[config.mk]
export PLATFORM = sky130hd
export DESIGN_NAME = pc_fetch_ctrl
export DESIGN_NICKNAME = d
export VERILOG_FILES = /design/src/rtl/pc_fetch_ctrl.sv
export SDC_FILE = /design/constraint.sdc
export NUM_CORES = 1
export LEC_CHECK = 0
export ABC_AREA = 1
export BUFFER_PORTS_ARGS = -buffer_cell sky130_fd_sc_hd__buf_2
export CAP_MARGIN = 15
export CORE_ASPECT_RATIO = 1.5
export CORE_MARGIN = 4
export CORE_UTILIZATION = 30
export DETAILED_ROUTE_END_ITERATION = 6
export PLACE_DENSITY = 0.58
export SLEW_MARGIN = 20
export SYNTH_ARGS = -nofsm -noshare
export SYNTH_HDL_FRONTEND = slang
export SYNTH_SLANG_ARGS = --single-unit
[constraint.sdc]
create_clock -name clk -period 2 [get_ports clk]
set_input_delay 0.3 -clock clk [delete_from_list [all_inputs] [get_ports clk]]
set_output_delay 0.3 -clock clk [all_outputs]
set_load 0.05 [all_outputs]
[src/rtl/pc_fetch_ctrl.sv]
// PC sequencer and fetch controller (BOOT/FETCH/HOLD/FLUSH); PC_MISALIGN_TRAP_EN traps misaligned redirects.
// Latency: instruction presented to decode 1 cycle after imem_ack; one BOOT cycle after reset.
// Backpressure: a single held instruction; no new fetch is issued until decode accepts it or a redirect hits.
module pc_fetch_ctrl #(
  parameter logic [31:0] RESET_PC = 32'h0000_0000,
  parameter logic [31:0] TRAP_VEC = 32'h0000_0100
) (
  input  logic        clk,
  input  logic        rst_n,
  input  logic        br_taken,
  input  logic        jump,
  input  logic [31:0] target,
  output logic        imem_req,
  output logic [31:0] imem_addr,
  input  logic        imem_ack,
  input  logic [31:0] imem_rdata,
  output logic        instr_valid,
  input  logic        instr_ready,
  output logic [31:0] instr,
  output logic [31:0] instr_pc,
  output logic        misalign_trap
);

`ifdef PC_MISALIGN_TRAP_EN
  localparam logic TRAP_EN = 1'b1;
`else
  localparam logic TRAP_EN = 1'b0;
`endif

  typedef enum logic [1:0] {BOOT, FETCH, HOLD, FLUSH} state_t;

  state_t      state, state_nxt;
  logic [31:0] pc, pc_nxt;
  logic [31:0] flush_addr, flush_addr_nxt;
  logic [31:0] instr_nxt, instr_pc_nxt;
  logic        instr_valid_nxt, trap_nxt;
  logic        redirect, redir_trap;
  logic [31:0] redir_pc;

  assign redirect = br_taken | jump;

  // Without the trap feature the low target bits are simply dropped.
  assign redir_trap = TRAP_EN & (target[1:0] != 2'b00);
  assign redir_pc   = redir_trap ? TRAP_VEC : (target & 32'hFFFF_FFFC);

  // The abandoned fetch must keep its address on the bus until it is acked.
  assign imem_req  = (state == FETCH) || (state == FLUSH);
  assign imem_addr = (state == FLUSH) ? flush_addr : pc;

  always_comb begin
    state_nxt       = state;
    pc_nxt          = pc;
    flush_addr_nxt  = flush_addr;
    instr_nxt       = instr;
    instr_pc_nxt    = instr_pc;
    instr_valid_nxt = instr_valid;
    trap_nxt        = 1'b0;
    case (state)
      BOOT: state_nxt = FETCH;
      FETCH: begin
        if (redirect) begin
          pc_nxt   = redir_pc;
          trap_nxt = redir_trap;
          if (!imem_ack) begin
            flush_addr_nxt = pc;
            state_nxt      = FLUSH;
          end
        end else if (imem_ack) begin
          instr_nxt       = imem_rdata;
          instr_pc_nxt    = pc;
          instr_valid_nxt = 1'b1;
          pc_nxt          = pc + 32'd4;
          state_nxt       = HOLD;
        end
      end
      HOLD: begin
        if (redirect) begin
          instr_valid_nxt = 1'b0;
          pc_nxt          = redir_pc;
          trap_nxt        = redir_trap;
          state_nxt       = FETCH;
        end else if (instr_valid && instr_ready) begin
          instr_valid_nxt = 1'b0;
          state_nxt       = FETCH;
        end
      end
      FLUSH: begin
        if (redirect) begin
          pc_nxt   = redir_pc;
          trap_nxt = redir_trap;
        end
        if (imem_ack) state_nxt = FETCH;
      end
      default: state_nxt = BOOT;
    endcase
  end

  always_ff @(posedge clk) begin
    if (!rst_n) begin
      state         <= BOOT;
      pc            <= RESET_PC;
      flush_addr    <= RESET_PC;
      instr         <= 32'd0;
      instr_pc      <= 32'd0;
      instr_valid   <= 1'b0;
      misalign_trap <= 1'b0;
    end else begin
      state         <= state_nxt;
      pc            <= pc_nxt;
      flush_addr    <= flush_addr_nxt;
      instr         <= instr_nxt;
      instr_pc      <= instr_pc_nxt;
      instr_valid   <= instr_valid_nxt;
      misalign_trap <= trap_nxt;
    end
  end

endmodule

# Word level (Yosys, flattened, before mapping)
# Cells that the tools add are included.
[totals]
regBits = 131
inputBits = 70
output_inout_bits = 99
wordCells = 48
[classes]
add_sub_neg = 1
eq_ne = 10
muxes = 17
bitwise = 3
reduce_logical = 11
[op_table]
columns = ["cell", "n"]
rows = [
  ["2-to-1 mux 32 bit", 4],
  ["case mux 32 bit (2 select lines)", 1],
  ["adder 32 x 3 -> 32 bit, second input constant", 1],
  ["2-to-1 mux 2 bit", 6],
  ["!= test 3 bit, second input constant", 3],
  ["AND reduction 3 bit", 3],
  ["case mux 2 bit (4 select lines)", 1],
  ["AND reduction 4 bit", 2],
  ["!= test 2 bit, second input constant", 3],
  ["equality test 2 bit, second input constant", 2],
  ["2-to-1 mux 1 bit", 4],
  ["nonzero test 2 bit", 2],
  ["equality test 2 x 1 -> 1 bit, second input constant", 1],
  ["zero test 2 bit", 1],
  ["!= test 2 x 1 -> 1 bit, second input constant", 1],
  ["NOT 1 bit", 2],
  ["case mux 1 bit (2 select lines)", 1],
  ["OR reduction 2 bit", 1],
  ["logical AND 1 bit", 1],
  ["logical OR 1 bit", 1],
  ["OR 1 bit", 1],
]

# Logic depth before layout (Yosys ltp)
# Gate-level depths: netlist of the first run.
[logic_depth]
ltp_word = 4
depth_mapped = 10
ltp_nobuf = 10

# Worst setup path after synthesis of the first run
# Ideal clock, no wire load.
[synth_timing]
kind = "reg2out"
startpoint = "register state[1]"
endpoint = "output port imem_addr[10]"
arrival_ns = 1.769
t_required_ns = 1.700
setup_slack_ns = -0.069
path_stages_with_launch = 6
n_path_buf = 2
cell_sequence = "dfxtp_1 -> nand2_1 -> buf_2 -> buf_1 -> nor2_1 -> a21oi_1"
[synth_via]
elab_chain_len = 2
[synth_rtl]
columns = ["item", "line_no", "text"]
rows = [
  ["from (decl)", "32", "state_t state, state_nxt;"],
  ["from (signal assigned)", "108", "state <= state_nxt;"],
  ["equality test 2 bit", "48", "assign imem_addr = (state == FLUSH) ? flush_addr : pc;"],
  ["2-to-1 mux 32 bit", "48", ""],
  ["to (decl)", "14", "output logic [31:0] imem_addr,"],
]
# Every way passes these cells.

# Worst setup path after layout of the first run
[layout_timing]
startpoint = "register state[0]"
endpoint = "output port imem_addr[7]"
# The elaborated chain is that of the path after synthesis.

==> results of run 1 <==
## sequential cells by signal (all words and copies together), names as in the netlist
| signal | cells |
|---|---|
| instr_valid | 1 |
| flush_addr | 30 |
| instr_pc | 30 |
| state | 2 |
| pc | 30 |
| instr | 32 |
## layout make-up
class | instances | area [sq um] | share of cell area [%]
Antenna cell | 1 | 2.50 | 0.0324
Clock buffer | 18 | 439 | 5.69
Clock inverter | 14 | 160 | 2.07
Inverter | 48 | 180 | 2.33
Multi-Input combinational cell | 641 | 2960 | 38.3
Sequential cell | 125 | 2510 | 32.5
Tap cell | 256 | 320 | 4.15
Timing Repair Buffer | 181 | 1150 | 14.9
## power groups by stage
stage	logic, uW	registers, uW	clock network (uW)
after global placement	1390	2820	0
final	1470	2780	3170
after CTS	1490	2770	3230
after floorplan	862	2950	0
after global routing	1600	2800	3330
after detailed placement	1390	2820	0
## cell usage after synthesis
master / n
buf_1: 5
nor2_4: 3
a31oi_1: 1
nand3_1: 32
o21ai_1: 4
buf_6: 5
nor2_1: 188
nand3b_1: 2
inv_2: 4
conb_1: 1
o21ai_2: 1
xor2_1: 1
nand2_2: 1
or2_2: 1
mux2_2: 5
nand4_1: 7
or2_0: 2
nor2_2: 5
a21oi_1: 109
clkbuf_1: 15
nand2_4: 1
nand2_1: 150
clkinv_1: 1
ha_1: 1
o211a_1: 1
nor3_1: 4
dfxtp_1: 125
buf_4: 10
buf_2: 20
a22oi_1: 1
o21ai_0: 114
a211oi_1: 2
inv_1: 43
## metrics by stage
step	cell area (sq um)	TNS [ns]
after floorplan	5890	-1.56
after global placement	6910	0
after detailed placement	6910	0
after CTS	7720	0
after global routing	7720	0
final	7720	0
## how the worst min path moves through the flow
| stage | from | to | slack [ns] |
|---|---|---|---|
| after floorplan | imem_rdata[0] | instr[0] | 0.43 |
| after global placement | pc[31] | pc[31] | 0.47 |
| after detailed placement | pc[31] | pc[31] | 0.48 |
| after CTS | imem_rdata[31] | instr[31] | 0.08 |
| after global routing | imem_rdata[5] | instr[5] | 0.1 |
| final | imem_rdata[31] | instr[31] | 0.1 |
## metal layers
metal	wire length [um]	global-route usage (%)	vias to the layer above
li1	-	-	3121
met1	7760	20.0	2788
met2	10200	32.4	197
met3	1180	4.80	31
met4	490	6.68	4
met5	28	0	-
## kinds of logic after synthesis
family	count (synthesis)
flip-flops	125
AND/OR/NAND/NOR	396
adder cells (fa/ha/maj)	1
other	1
XOR/XNOR	1
multiplexers	5
buffers and inverters	103
AO/OA/AOI/OAI	233
## timing repair
action | 4_1_cts | 5_1_grt
hold buffers | 0 | 0
setup buffers | 1 | 0
endpoints found under the hold margin | 0 | 0
gates resized for setup | 47 | 3
endpoints found under the setup margin | 30 | 8
cloned | 2 | 0
## worst max-delay path: stages (launching register included)
cell and delay [ns]:
dfxtp_4 0.38, nand2_8 0.12, buf_12 0.15, mux2_2 0.34
buf_2 0.21
==> results.json, run 1 <==
{
  "status": "finished clean",
  "finalWirelength_um": 19700,
  "end_kind": "output port",
  "whs_path_depth": 3,
  "grt_use_total_pct": 17.9,
  "synth_mux_area_share_pct": 0.960,
  "clock_latency_ns": 0.42,
  "ys.warnings.count": 0,
  "via_per_inst": 4.78,
  "start_util_pct": 30.6,
  "io_buffers": 161,
  "stdcell_count": 1284,
  "numCtsBuffers": 17,
  "final_cell_mix": "nor2_1, nand2_1, buf_2, dfxtp_1, o21ai_0",
  "min_period_ns": 1.94,
  "ctsHtreeMaxLevel": 4,
  "first_global_vias": 5855,
  "fin_crit_sh_pct": 96.9,
  "p_sw_uw": 2440,
  "drt-pass1-iter-count": 6,
  "clock-sinks": 125,
  "cts_tree": "yes",
  "tightest_slew_ns": 0.659,
  "cap_violations": 0,
  "vdd_drop_max_mv": 0.501,
  "chipHeight_um": 179,
  "finalSetupViolCount": 0,
  "ioPinCount": 169,
  "dieArea_sq_um": 21900,
  "cp-startpoint": "state[0]",
  "ys_ff_latch": 125,
  "netlist_instances": 865,
  "grt_pass1_wl_um": 30600,
  "avgSynthCellArea_sq_um": 6.78,
  "rr_endpoint": "pc[8]",
  "fp.coreArea_sq_um": 19200,
  "grt_start_max_net_pins": 99,
  "nets": 1085,
  "synthSimpleGateAreaFrac_pct": 27.4,
  "p_total_uw": 7420,
  "synth_top_family_by_area": "simple AND/OR/NAND/NOR gates",
  "critPathKind": "flip-flop to output port",
  "grt_overflow_total": 0,
  "fin_hold_ws_ns": 0.0957,
  "intPower_uw": 4980,
  "maxSlewHeadroom_pct": 56.0,
  "rsz0062_at_grt": "no",
  "cp-start-kind": "flip-flop",
  "dp_hpwl_um": 13800,
  "fmax_mhz": 516,
  "drive_gt1_share_pct": 24.4,
  "drt_iter0_markers": 379,
  "root_buffer": "clkbuf_16",
  "synth_top_area_share_pct": 42.7,
  "switching_share_pct": 32.9,
  "synth_area_sq_um": 5860,
  "ys_seq_area_share_pct": 42.7,
  "ys_top_cells_by_area": "dfxtp_1, nor2_1, o21ai_0, nand2_1, a21oi_1",
  "drc": 0,
  "area_delta_synth_final_pct": 31.8,
  "power_frac_seq_pct": 37.4,
  "crit_path_end": "imem_addr[7]",
  "fin_worst_skew_ns": 0.00876,
  "reg2reg_setup_slack_ns": 0.17,
  "p_leak_uw": 0.00345,
  "p_clk_share_pct": 42.7,
  "p_per_area_nw_per_um2": 961,
  "routedWlPerCell_um": 15.3,
  "synth_xor_area_share_pct": 0.149,
  "ant_nets": 0,
  "ff2ff_path_depth": 6,
  "dp_cells": 1248,
  "arrival_ns": 1.64,
  "dpl_worst_slack_ns": 0.216,
  "clk_pin_slew_ns": 0.06,
  "crit_fanout": 14,
  "slew_violations": 0,
  "finish.utilization_pct": 40.3,
  "antenna_found_initial": 2,
  "layout.cells.most_common": "nor2_1",
  "r2r-start": "state[1]",
  "required_ns": 1.70,
  "nFillCells": 2061,
  "via_count": 6141,
  "rows": 62,
  "synth_largest_area_cell": "dfxtp_1",
  "cts_buffer_depth": 2,
  "die_w_um": 122,
  "synthAdderAreaFrac_pct": 0.213,
  "worst_slack_ns": 0.0617,
  "yosysUniqueCellTypes": 33,
  "share_comb_of_total_power_pct": 19.9,
  "gp_routability_congestion": 0.924,
  "min_path_type": "input port to flip-flop",
  "hold_viol_final": 0,
  "synth_compound_area_share_pct": 20.2
}
(Power assumes the default switching activity.)
==> run 2: changes to the inputs <==
CORE_UTILIZATION = 55   (was 30)
CTS_BUF_LIST = sky130_fd_sc_hd__clkbuf_8   (was not set)
PLACE_DENSITY = 0.91   (was 0.58)
clock period = 2.5 ns   (was 2 ns; I/O delays follow)
==> run 2 against run 1 <==
- non-clock buffer count shrank 9
- sequential share of layout area up 3.0 points
- worst hold slack gained 0.062 ns
- highest routed layer is now met4
==> results.json, run 2 (synthesized netlist as in run 1, its figures left out) <==
{
  "status": "finished clean",
  "tightest_slew_ns": 0.794,
  "crit_fanout": 56,
  "slew_violations": 0,
  "grt_pass1_wl_um": 26300,
  "dieArea_sq_um": 12400,
  "min_path_type": "input port to flip-flop",
  "gp_routability_congestion": 0.974,
  "die_w_um": 92.3,
  "area_delta_synth_final_pct": 20.3,
  "clk_pin_slew_ns": 0.08,
  "holdBufCountCts": 0,
  "path_cells": "nand2_2 -> buf_12 -> a21oi_1 -> buf_2",
  "rsz0062_at_grt": "no",
  "clock-sinks": 125,
  "ctsResizeCount": 0,
  "critical_path.max_stage_delay_ns": 0.52,
  "cap_violations": 0,
  "critPathKind": "flip-flop to output port",
  "routedWlPerCell_um": 14.5,
  "reg2reg_setup_slack_ns": 0.61,
  "antenna_found_initial": 0,
  "fp.coreArea_sq_um": 10200,
  "end_kind": "output port",
  "via_count": 6189,
  "largest-register": "instr",
  "finish.utilization_pct": 68.9,
  "maxSlewHeadroom_pct": 47.0,
  "drive_gt1_share_pct": 22.2,
  "min_period_ns": 2.21,
  "rows": 45,
  "p_leak_uw": 0.00326,
  "stdcell_count": 1158,
  "finalWirelength_um": 16800,
  "numCtsBuffers": 17,
  "drt_iter0_markers": 467,
  "fmax_mhz": 452,
  "via_per_inst": 5.34,
  "hold_viol_final": 0,
  "grt_start_max_net_pins": 99,
  "required_ns": 2.12,
  "nets": 1076,
  "dp_cells": 1127,
  "start_util_pct": 57.2,
  "vdd_drop_max_mv": 0.608,
  "clock_latency_ns": 0.43,
  "io_buffers": 161,
  "largest_reg_flops": 32,
  "ioPinCount": 169,
  "antenna_cells": 0,
  "cts_buffer_depth": 2,
  "p_per_area_nw_per_um2": 718,
  "cts_tree": "yes",
  "cts_setup_buffers": 0,
  "final_cell_mix": "nor2_1, buf_2, nand2_1, dfxtp_1, o21ai_0",
  "arrival_ns": 1.84,
  "dp_hpwl_um": 12100,
  "finalSetupViolCount": 0,
  "chipHeight_um": 134,
  "first_global_vias": 5596,
  "drc": 0,
  "drt-pass1-iter-count": 6,
  "grt_overflow_total": 0,
  "ant_nets": 0,
  "layout.cells.most_common": "nor2_1",
  "root_buffer": "clkbuf_8",
  "ctsHtreeMaxLevel": 4,
  "fin_worst_skew_ns": 0.00961,
  "cp_slowest_cell": "dfxtp_1",
  "fin_crit_sh_pct": 88.5,
  "grt_use_total_pct": 26.3,
  "setup_tns_ns": 0,
  "cp-start-kind": "flip-flop"
}
## run 2: cell types whose count changed in the layout (fill, tap and decap cells not counted), moves of 7 or more
| cell | change |
|---|---|
| a21oi_1 | +12 |
| buf_6 | -7 |
| clkbuf_16 | -17 |
| buf_4 | -21 |
| a21oi_2 | -12 |
| clkbuf_8 | +18 |
| buf_2 | +25 |
## run 2: metrics by stage
| step | setup WS [ns] | hold WS (ns) | total power (uW) | cell area (sq um) |
|---|---|---|---|---|
| after CTS | 0.307 | 0.152 | 5070 | 7060 |
| after detailed placement | 0.490 | 0.479 | 3320 | 6660 |
| after global routing | 0.207 | 0.145 | 5270 | 7060 |
| after global placement | 0.506 | 0.473 | 3300 | 6660 |
| final | 0.288 | 0.158 | 5070 | 7060 |
| after floorplan | 0.356 | 0.457 | 3050 | 5880 |
## run 2: path summary, 6_finish.rpt
path,from,to,depth (start not counted)
worst min-delay path,imem_rdata[0],instr[0],3
worst min register to register,instr_valid,instr_valid,2
worst max-delay path,state[1],imem_addr[4],4
worst max register to register,pc[3],pc[22],9
## run 2: layout make-up
| type | instances | area [sq um] |
|---|---|---|
| multi-input cells | 641 | 2900 |
| flip-flops and latches | 125 | 2500 |
| well taps | 141 | 176 |
| clock inverters | 12 | 135 |
| clock buffers | 19 | 262 |
| inverters | 48 | 180 |
| repair buffers | 172 | 901 |
| fillers | 934 | 3190 |
## run 2: report_power, final
group / total, uW / internal [uW] / switching (uW)
Clock: 1790 / 940 / 848
Sequential: 2230 / 2110 / 115
Combinational: 1050 / 271 / 779
## run 2: per-layer routing
layer	vias to the layer above	global-route usage, %	routed length, um
met5	-	0	0
met4	0	9.92	461
met2	266	47.0	8720
met1	2793	29.3	6250
met3	41	7.64	1350
li1	3089	-	-
## run 2: critical path, delay by kind of cell, from the launching register on
family,cells,cell delay [ns]
flops,1,0.52
buf+inv,2,0.50
compound gates,1,0.25
simple gates,1,0.11
